### config.mk
export PLATFORM = sky130hd
export DESIGN_NAME = fetch_buffer
export DESIGN_NICKNAME = d
export VERILOG_FILES = /design/src/rtl/fetch_buffer_pkg.sv /design/src/rtl/fetch_buffer_ram.sv /design/src/rtl/fetch_buffer.sv
export SDC_FILE = /design/constraint.sdc
export NUM_CORES = 1
export LEC_CHECK = 0
export CAP_MARGIN = 30
export CORE_UTILIZATION = 35
export DETAILED_ROUTE_END_ITERATION = 8
export SLEW_MARGIN = 40
export SYNTH_ARGS = -nofsm -noshare
export SYNTH_HDL_FRONTEND = slang
export SYNTH_HIERARCHICAL = 1
export SYNTH_SLANG_ARGS = --single-unit
### constraint.sdc
create_clock -name clk -period 22.6 [get_ports clk]
set_input_delay 4.52 -clock clk [delete_from_list [all_inputs] [get_ports clk]]
set_output_delay 4.52 -clock clk [all_outputs]
set_load 0.01 [all_outputs]
### src/rtl/fetch_buffer_pkg.sv
// Shared constants and packet layout for the instruction fetch buffer.
// Packets are stored as one flat vector; the offsets below define the field layout.
package fetch_buffer_pkg;

  localparam logic [31:0] PC_RESET = 32'h1c00_0000;
  localparam logic [31:0] INST_NOP = 32'h0340_0000;
  localparam logic [31:0] ZERO32   = 32'h0000_0000;

  localparam int unsigned FB_PKT_W = 32 * 6 + 7 + 2;

  localparam int unsigned FB_PC_LSB      = 0;
  localparam int unsigned FB_PC_NEXT_LSB = 32;
  localparam int unsigned FB_INST0_LSB   = 64;
  localparam int unsigned FB_INST1_LSB   = 96;
  localparam int unsigned FB_BADV_LSB    = 128;
  localparam int unsigned FB_COOKIE_LSB  = 160;
  localparam int unsigned FB_EXC_LSB     = 192;
  localparam int unsigned FB_FLAG_LSB    = 199;

  function automatic logic [FB_PKT_W-1:0] fb_pack(
    input logic [31:0] pc,
    input logic [31:0] pc_next,
    input logic [31:0] inst0,
    input logic [31:0] inst1,
    input logic [31:0] badv,
    input logic [31:0] cookie,
    input logic [6:0]  exc,
    input logic [1:0]  flag
  );
    logic [FB_PKT_W-1:0] pkt;
    pkt = '0;
    pkt[FB_PC_LSB      +: 32] = pc;
    pkt[FB_PC_NEXT_LSB +: 32] = pc_next;
    pkt[FB_INST0_LSB   +: 32] = inst0;
    pkt[FB_INST1_LSB   +: 32] = inst1;
    pkt[FB_BADV_LSB    +: 32] = badv;
    pkt[FB_COOKIE_LSB  +: 32] = cookie;
    pkt[FB_EXC_LSB     +: 7]  = exc;
    pkt[FB_FLAG_LSB    +: 2]  = flag;
    return pkt;
  endfunction

endpackage

### src/rtl/fetch_buffer_ram.sv
// Packet storage: register array with one synchronous write port and one
// asynchronous read port. Contents are not reset.
module fetch_buffer_ram #(
  parameter int unsigned DEPTH = 8,
  parameter int unsigned WIDTH = 201
) (
  input  logic                     clk,
  input  logic                     we_i,
  input  logic [$clog2(DEPTH)-1:0] waddr_i,
  input  logic [WIDTH-1:0]         wdata_i,
  input  logic [$clog2(DEPTH)-1:0] raddr_i,
  output logic [WIDTH-1:0]         rdata_o
);

  logic [WIDTH-1:0] mem_q [DEPTH];

  always_ff @(posedge clk) begin
    if (we_i) begin
      mem_q[waddr_i] <= wdata_i;
    end
  end

  assign rdata_o = mem_q[raddr_i];

endmodule

### src/rtl/fetch_buffer.sv
// Instruction fetch buffer: circular packet queue between IF1 and decode.
// Head/tail pointers plus an occupancy count; full/empty decided by count.
module fetch_buffer
  import fetch_buffer_pkg::*;
#(
  parameter int unsigned DEPTH    = 8,
  parameter int unsigned AFULL_TH = DEPTH - 1
) (
  input  logic                     clk,
  input  logic                     rstn,
  input  logic                     flush,
  input  logic                     fifo_readygo,
  output logic                     fifo_allowin,
  output logic                     fetch_buf_full,
  input  logic [31:0]              if1_fifo_pc,
  input  logic [31:0]              if1_fifo_pc_next,
  input  logic [31:0]              if1_fifo_inst0,
  input  logic [31:0]              if1_fifo_inst1,
  input  logic [31:0]              if1_fifo_icache_badv,
  input  logic [6:0]               if1_fifo_icache_exception,
  input  logic [1:0]               if1_fifo_icache_excp_flag,
  input  logic [31:0]              if1_fifo_icache_cookie_out,
  input  logic                     id_allowin,
  output logic                     fetch_buf_readygo,
  output logic [31:0]              fetch_buf_pc,
  output logic [31:0]              fetch_buf_pc_next,
  output logic [31:0]              fetch_buf_inst0,
  output logic [31:0]              fetch_buf_inst1,
  output logic [31:0]              fetch_buf_badv,
  output logic [31:0]              fetch_buf_cookie,
  output logic [6:0]               fetch_buf_exception,
  output logic [1:0]               fetch_buf_excp_flag,
  output logic [$clog2(DEPTH):0]   fetch_buf_count
);

  localparam int unsigned PTR_W = $clog2(DEPTH);
  localparam int unsigned CNT_W = PTR_W + 1;

  logic [PTR_W-1:0]    head_q, head_d;
  logic [PTR_W-1:0]    tail_q, tail_d;
  logic [CNT_W-1:0]    count_q, count_d;
  logic                push, pop, empty;
  logic [FB_PKT_W-1:0] wr_pkt, rd_pkt;

  assign empty             = (count_q == '0);
  // flush forces allowin so the upstream stage never stalls on a flush cycle
  assign fifo_allowin      = flush || (count_q != CNT_W'(DEPTH));
  assign fetch_buf_readygo = !empty;
  assign fetch_buf_full    = (count_q >= CNT_W'(AFULL_TH));
  assign fetch_buf_count   = count_q;

  assign push = fifo_readygo && fifo_allowin && !flush;
  assign pop  = fetch_buf_readygo && id_allowin && !flush;

  assign wr_pkt = fb_pack(if1_fifo_pc, if1_fifo_pc_next, if1_fifo_inst0, if1_fifo_inst1,
                          if1_fifo_icache_badv, if1_fifo_icache_cookie_out,
                          if1_fifo_icache_exception, if1_fifo_icache_excp_flag);

  fetch_buffer_ram #(
    .DEPTH (DEPTH),
    .WIDTH (FB_PKT_W)
  ) u_ram (
    .clk     (clk),
    .we_i    (push),
    .waddr_i (tail_q),
    .wdata_i (wr_pkt),
    .raddr_i (head_q),
    .rdata_o (rd_pkt)
  );

  always_comb begin
    head_d  = head_q;
    tail_d  = tail_q;
    count_d = count_q;
    if (flush) begin
      head_d  = '0;
      tail_d  = '0;
      count_d = '0;
    end else begin
      if (push) tail_d = tail_q + PTR_W'(1);
      if (pop)  head_d = head_q + PTR_W'(1);
      if (push && !pop)      count_d = count_q + CNT_W'(1);
      else if (pop && !push) count_d = count_q - CNT_W'(1);
    end
  end

  always_ff @(posedge clk or negedge rstn) begin
    if (!rstn) begin
      head_q  <= '0;
      tail_q  <= '0;
      count_q <= '0;
    end else begin
      head_q  <= head_d;
      tail_q  <= tail_d;
      count_q <= count_d;
    end
  end

  always_comb begin
    fetch_buf_pc        = PC_RESET;
    fetch_buf_pc_next   = PC_RESET + 32'd4;
    fetch_buf_inst0     = INST_NOP;
    fetch_buf_inst1     = INST_NOP;
    fetch_buf_badv      = ZERO32;
    fetch_buf_cookie    = ZERO32;
    fetch_buf_exception = '0;
    fetch_buf_excp_flag = '0;
    if (!empty) begin
      fetch_buf_pc        = rd_pkt[FB_PC_LSB      +: 32];
      fetch_buf_pc_next   = rd_pkt[FB_PC_NEXT_LSB +: 32];
      fetch_buf_inst0     = rd_pkt[FB_INST0_LSB   +: 32];
      fetch_buf_inst1     = rd_pkt[FB_INST1_LSB   +: 32];
      fetch_buf_badv      = rd_pkt[FB_BADV_LSB    +: 32];
      fetch_buf_cookie    = rd_pkt[FB_COOKIE_LSB  +: 32];
      fetch_buf_exception = rd_pkt[FB_EXC_LSB     +: 7];
      fetch_buf_excp_flag = rd_pkt[FB_FLAG_LSB    +: 2];
    end
  end

endmodule

# After elaboration in Yosys (flattened, before gate mapping)
# Memory sizes are Yosys's and may differ from the RTL's.
# Cells that the tools add are included.
# totals
reg_bits	10
mem_bits_rw	1608
in_bits	206
word_cells	42
n_memories	1
# memory_table
name	depth	word_bits	rd	rd_clocked_by_memory_dff	write_ports	line_no	rtl
u_ram.mem_q	8	201	1	0	1	fetch_buffer_ram.sv:15	logic [WIDTH-1:0] mem_q [DEPTH];
# classes
n_addsub	4
order_cmp	1
eq_ne	1
mux	17
reduce_logical	15
# ops
op	count
$mux W32	6
$mux W3	4
$mux W4	3
$mux W7	1
$add A3 B1 Y3 const B	2
$logic_and A1 B1 Y1	6
$add A4 B1 Y4 const B	1
$ge A4 B3 Y1 const B	1
$logic_not A1 Y1	4
$logic_not A4 Y1	1
$ne A4 B4 Y1 const B	1
$reduce_bool A2 Y1	2
$sub A4 B1 Y4 const B	1
$reduce_bool A3 Y1	1
$mux W1	2
$mux W2	1
$logic_or A1 B1 Y1	1

# Longest topological paths before layout
# depth
depth_word	9
depth_mapped	9
mapped_depth_nobuf	8

# Modules after synthesis
# Netlist, hierarchy kept.
# by_module_without_submodules
mod	instances	cells_per_inst	area_per_inst_um2	seq_area_each_um2
fetch_buffer_ram	1	2336	61402.6	48286.3
fetch_buffer	1	296	2202.1	250.2

# Worst setup path before layout
# No wires, ideal clock.
# synth_timing
kind	input -> register
startpoint	input fifo_readygo
endpoint	memory u_ram.mem_q[0][0], enable pin
setup_ps	1008
arrival_time_ps	18759
required_time_ps	21592
slack_ps	2833
cell_stages	5
n_path_buf	1
cell_sequence	buf_2 inv_1 nor3b_1 nand2b_1 nor3_1
# synth_via
elab_chain_len	4
# synth_rtl
element	line_no	rtl
start, declared	fetch_buffer.sv:12	input logic fifo_readygo,
$logic_and A1 B1 Y1 (2 in a row)	fetch_buffer.sv:52	assign push = fifo_readygo && fifo_allowin && !flush;
named net push	fetch_buffer.sv:42	logic push, pop, empty;
$mux W1	fetch_buffer_ram.sv:18	if (we_i) begin
$mux W1 (implied by the code)	fetch_buffer_ram.sv:19	mem_q[waddr_i] <= wdata_i;
end, declared	fetch_buffer_ram.sv:15	
# The timed path passes the listed nets, and every way through them passes these cells.

# Final worst setup path
# layout_timing
startpoint	input flush
endpoint	output fifo_allowin
# layout_via
elab_chain_len	1
# layout_rtl
element	line_no	rtl
start, declared	fetch_buffer.sv:11	input logic flush,
$logic_or A1 B1 Y1	fetch_buffer.sv:47	assign fifo_allowin = flush || (count_q != CNT_W'(DEPTH));
end, declared	fetch_buffer.sv:13	output logic fifo_allowin,
# Every way passes these cells.

==> out/qor.txt <==
STATUS
--------------------------------------------------------------------------------
Status ............................................................    completed

SETUP PATH
--------------------------------------------------------------------------------
Signal arrival time at the worst endpoint .........................      6.15 ns
R2R Path Start .................................................... fetch_buf_count[0]$_DFFE_PN0P_
Flop2flop setup slack .............................................     18.45 ns
Endpoint class of the critical path ............................... primary output
CP Class ..........................................................    in -> out
Number of cell instances on the worst register-to-register path ...            7
CP startpoint kind ................................................ primary input
Worst reg2reg endpoint ............................................ u_ram/mem_q[0][89]$_DFFE_PP_
Highest net fanout along the worst path ...........................           15
Critical path data required time ..................................     18.08 ns

FINISH
--------------------------------------------------------------------------------
Layout overhead on the synthesized area ...........................        19.6%
Final #Nets .......................................................         3358
Combined area of the multi-input logic cells ......................   14100 um^2
Share of layout cells above drive strength 1 ......................        0.200
Total area of sequential cells ....................................   48500 um^2
Fillcell total ....................................................        15500
Finished Cell Area ................................................   76100 um^2

SYNTH
--------------------------------------------------------------------------------
Post-Syn Instances ................................................         2632
Flip-flop and latch count after synthesis .........................         1618
Synthesis warning total ...........................................            6
Area share of the largest cell type after synthesis ...............        0.759
Post-synthesis cell area ..........................................   63600 um^2
Number of library cell types mapped by synthesis ..................           42
Mean Syn Cell Area ................................................    24.2 um^2
Net Count, Synth ..................................................         2843
Sequential area share after synthesis .............................        0.763
Largest area contributor in the netlist ...........................     edfxtp_1
Ranking of synthesized cells by area .............................. edfxtp_1, mux4_1, mux4_2

STA
--------------------------------------------------------------------------------
Crit share post-route .............................................        0.472
Shortest clock period the worst path allows after layout ..........     10.67 ns
Post-Route Skew ...................................................    0.0339 ns
Setup repair after global routing missed its margin ...............           no
Rel. slew slack ...................................................        0.428
TNS Setup .........................................................         0 ns
Post-route worst setup slack ......................................     11.93 ns
Worst hold slack ..................................................     0.575 ns
Peak clock frequency supported by timing ..........................   0.0938 GHz
Number of endpoints failing setup at the final stage ..............            0
Number of failing hold endpoints at the final stage ...............            0
Measured slew at the worst slew-check pin .........................     0.858 ns
Final count of pins violating max slew ............................            0

WORST HOLD PATH
--------------------------------------------------------------------------------
Hold crit path type ...............................................   reg -> reg
Number of cells on the worst hold path ............................            2
Endpoint with the worst hold slack ................................ tail_q[2]$_DFFE_PN0P_
Startpoint of the worst hold path ................................. tail_q[2]$_DFFE_PN0P_

CLOCK NETWORK
--------------------------------------------------------------------------------
Count of clock tree sinks .........................................         1618
Post-CTS setup buffer count .......................................            0
# resized after CTS ...............................................            0
Post-cts hold buffer count ........................................            0
Cell at the root of the clock tree ................................    clkbuf_16
CTS clock-pin slew for the worst setup and hold paths .............      0.05 ns
Total clock buffers created by CTS ................................          170
Count of H-tree levels built during CTS ...........................            4
CTS tree ..........................................................         done
Skew-Pair Late Insertion Delay ....................................      0.84 ns
Largest buffer count on any clock path ............................            3

POWER
--------------------------------------------------------------------------------
Switching power ...................................................      2.17 mW
P_int .............................................................      6.04 mW
Share of power burned in the clock network ........................        0.330
Power share of the combinational group ............................        0.254
Share of power burned in registers ................................        0.417
Power density over the cells ......................................  108 nW/um^2
Cell leakage power ................................................      23.7 nW
Worst vdd rail ir drop ............................................    0.0937 mV
Switch share ......................................................        0.264

GRT
--------------------------------------------------------------------------------
GRT Residual Overflow .............................................            0
Maximum number of pins on one net before global-route repair ......           99
GRT Util Overall ..................................................        0.149
Global-route wire length before repair ............................    202000 um
Number of antenna violations at the first check in global routing .           20
Number of global-route vias before repair .........................        30000

DETAILED ROUTING
--------------------------------------------------------------------------------
Residual antenna-violating net count after detailed routing .......            0
Vias per cell .....................................................         4.97
DRT Wirelength ....................................................    138000 um
Routed length per placed instance .................................      24.3 um
Vias ..............................................................        28100
Detailed-router iteration count before antenna repair .............            5
Number of DRC markers in iteration 0 ..............................         1628
DRC violations left ...............................................            0

FLOORPLAN
--------------------------------------------------------------------------------
Number of top-level pins ..........................................          414
Die Y-Extent ......................................................       428 um
Number of standard-cell rows in the floorplan .....................          156
Die area ..........................................................  183000 um^2
Initial core utilization ..........................................        0.352
Floorplan Core Area ...............................................  181000 um^2
Die Width .........................................................       428 um

RUN
--------------------------------------------------------------------------------
Maxcap violations .................................................            0

PLACED DESIGN
--------------------------------------------------------------------------------
Post-placement worst setup slack ..................................     11.91 ns
Count of buffers inserted at the top-level ports ..................          413
Instance area at placement ........................................   70500 um^2
Last weighted congestion value of the routability-driven placer ...        0.695
Estimated wirelength of the detail-placed design ..................     73000 um

==> cell type report <==
class | instances | share of cell area
multi-input combinational | 870 | 0.185
tap | 2370 | 0.0390
antenna | 5 | 0.000164
clock inverter | 88 | 0.0125
timing repair buffer | 482 | 0.0663
inverter | 5 | 0.000247
sequential | 1618 | 0.638
clock buffer | 225 | 0.0588
==> sequential cells by signal, summed over array words and instances (netlist names) <==
name	cells
tail_q	3
head_q	3
fetch_buf_count	4
u_ram/mem_q	1608
==> power groups by stage <==
stage / clock network [mW] / logic (mW) / registers [mW]
after floorplan: 0 / 1.26 / 3.50
after global placement: 0 / 2.10 / 3.50
after detailed placement: 0 / 2.13 / 3.49
after CTS: 2.79 / 2.14 / 3.42
after global routing: 2.90 / 2.23 / 3.43
final: 2.71 / 2.09 / 3.42
==> worst max-delay path, stage by stage <==
cell             delay, ns
clkdlybuf4s50_1       0.71
or2_2                 0.43
clkdlybuf4s50_1       0.48
==> routing by layer <==
layer  GRT usage  vias up  routed length, um
met1       0.187    14900              57500
met4      0.0435       34               2790
met5           0        -                207
li1            -    12400                  -
met2       0.254      605              69500
met3      0.0398      208               7660
==> metrics by stage <==
step,power [mW],cells,utilization
global route,8.55,5661,0.421
global placement,5.60,5328,0.389
finish,8.22,5663,0.421
detailed placement,5.62,5338,0.390
CTS,8.35,5651,0.420
floorplan,4.76,2632,-
==> kinds of logic after synthesis <==
group / count (synthesis) / share of synthesized area
DFF: 1618 / 0.763
muxes: 606 / 0.194
and+or+nand+nor: 237 / 0.0228
buffers and inverters: 144 / 0.0165
AOI/OAI and AO/OA: 14 / 0.00187
xor gates and xnor gates: 8 / 0.00110
adders and majority gates: 5 / 0.00110
==> synthesized netlist by cell type, drive strengths merged <==
master   number
a211o         1
a211oi        2
a21oi         1
a31o          1
a31oi         1
and2        188
buf          96
clkbuf       43
dfrtp        10
edfxtp     1608
fa            1
ha            4
inv           5
mux2        201
mux2i         3
mux4        402
nand2         5
nand2b       17
nand3         3
nand3b        1
nor2         14
nor3          4
nor3b         1
nor4          1
o2111ai       1
o211ai        2
o21a          1
o21ai         2
o311a         1
o31ai         1
or2           1
or4           1
or4b          1
xnor2         3
xor2          5
==> how the worst max path moves through the flow <==
stage | startpoint | endpoint | slack (ns)
floorplan | fifo_readygo | u_ram/mem_q[0][0]$_DFFE_PP_ | 2.83
global placement | flush | fifo_allowin | 11.94
detailed placement | flush | fifo_allowin | 11.91
CTS | head_q[0]$_DFFE_PN0P_ | fetch_buf_pc[14] | 11.64
global route | head_q[0]$_DFFE_PN0P_ | fetch_buf_pc[14] | 11.52
finish | flush | fifo_allowin | 11.93
==> placed cells by master (no fill, tap or decap), drive strengths merged, types with 2 or more instances in the layout <==
cell / synthesis / final
xnor2: 3 / 3
bufinv: 0 / 12
nor2: 14 / 14
mux2i: 3 / 3
nor3: 4 / 4
inv: 5 / 18
a211oi: 2 / 2
clkdlybuf4s50: 0 / 413
and2: 188 / 188
o21ai: 2 / 2
mux4: 402 / 402
dfrtp: 10 / 10
nand3: 3 / 3
edfxtp: 1608 / 1608
nand2b: 17 / 17
clkbuf: 43 / 225
clkinvlp: 0 / 4
nand2: 5 / 5
xor2: 5 / 5
ha: 4 / 4
buf: 96 / 69
diode: 0 / 5
clkinv: 0 / 59
o211ai: 2 / 2
mux2: 201 / 201
No activity file was read; power rests on OpenSTA's default activity.
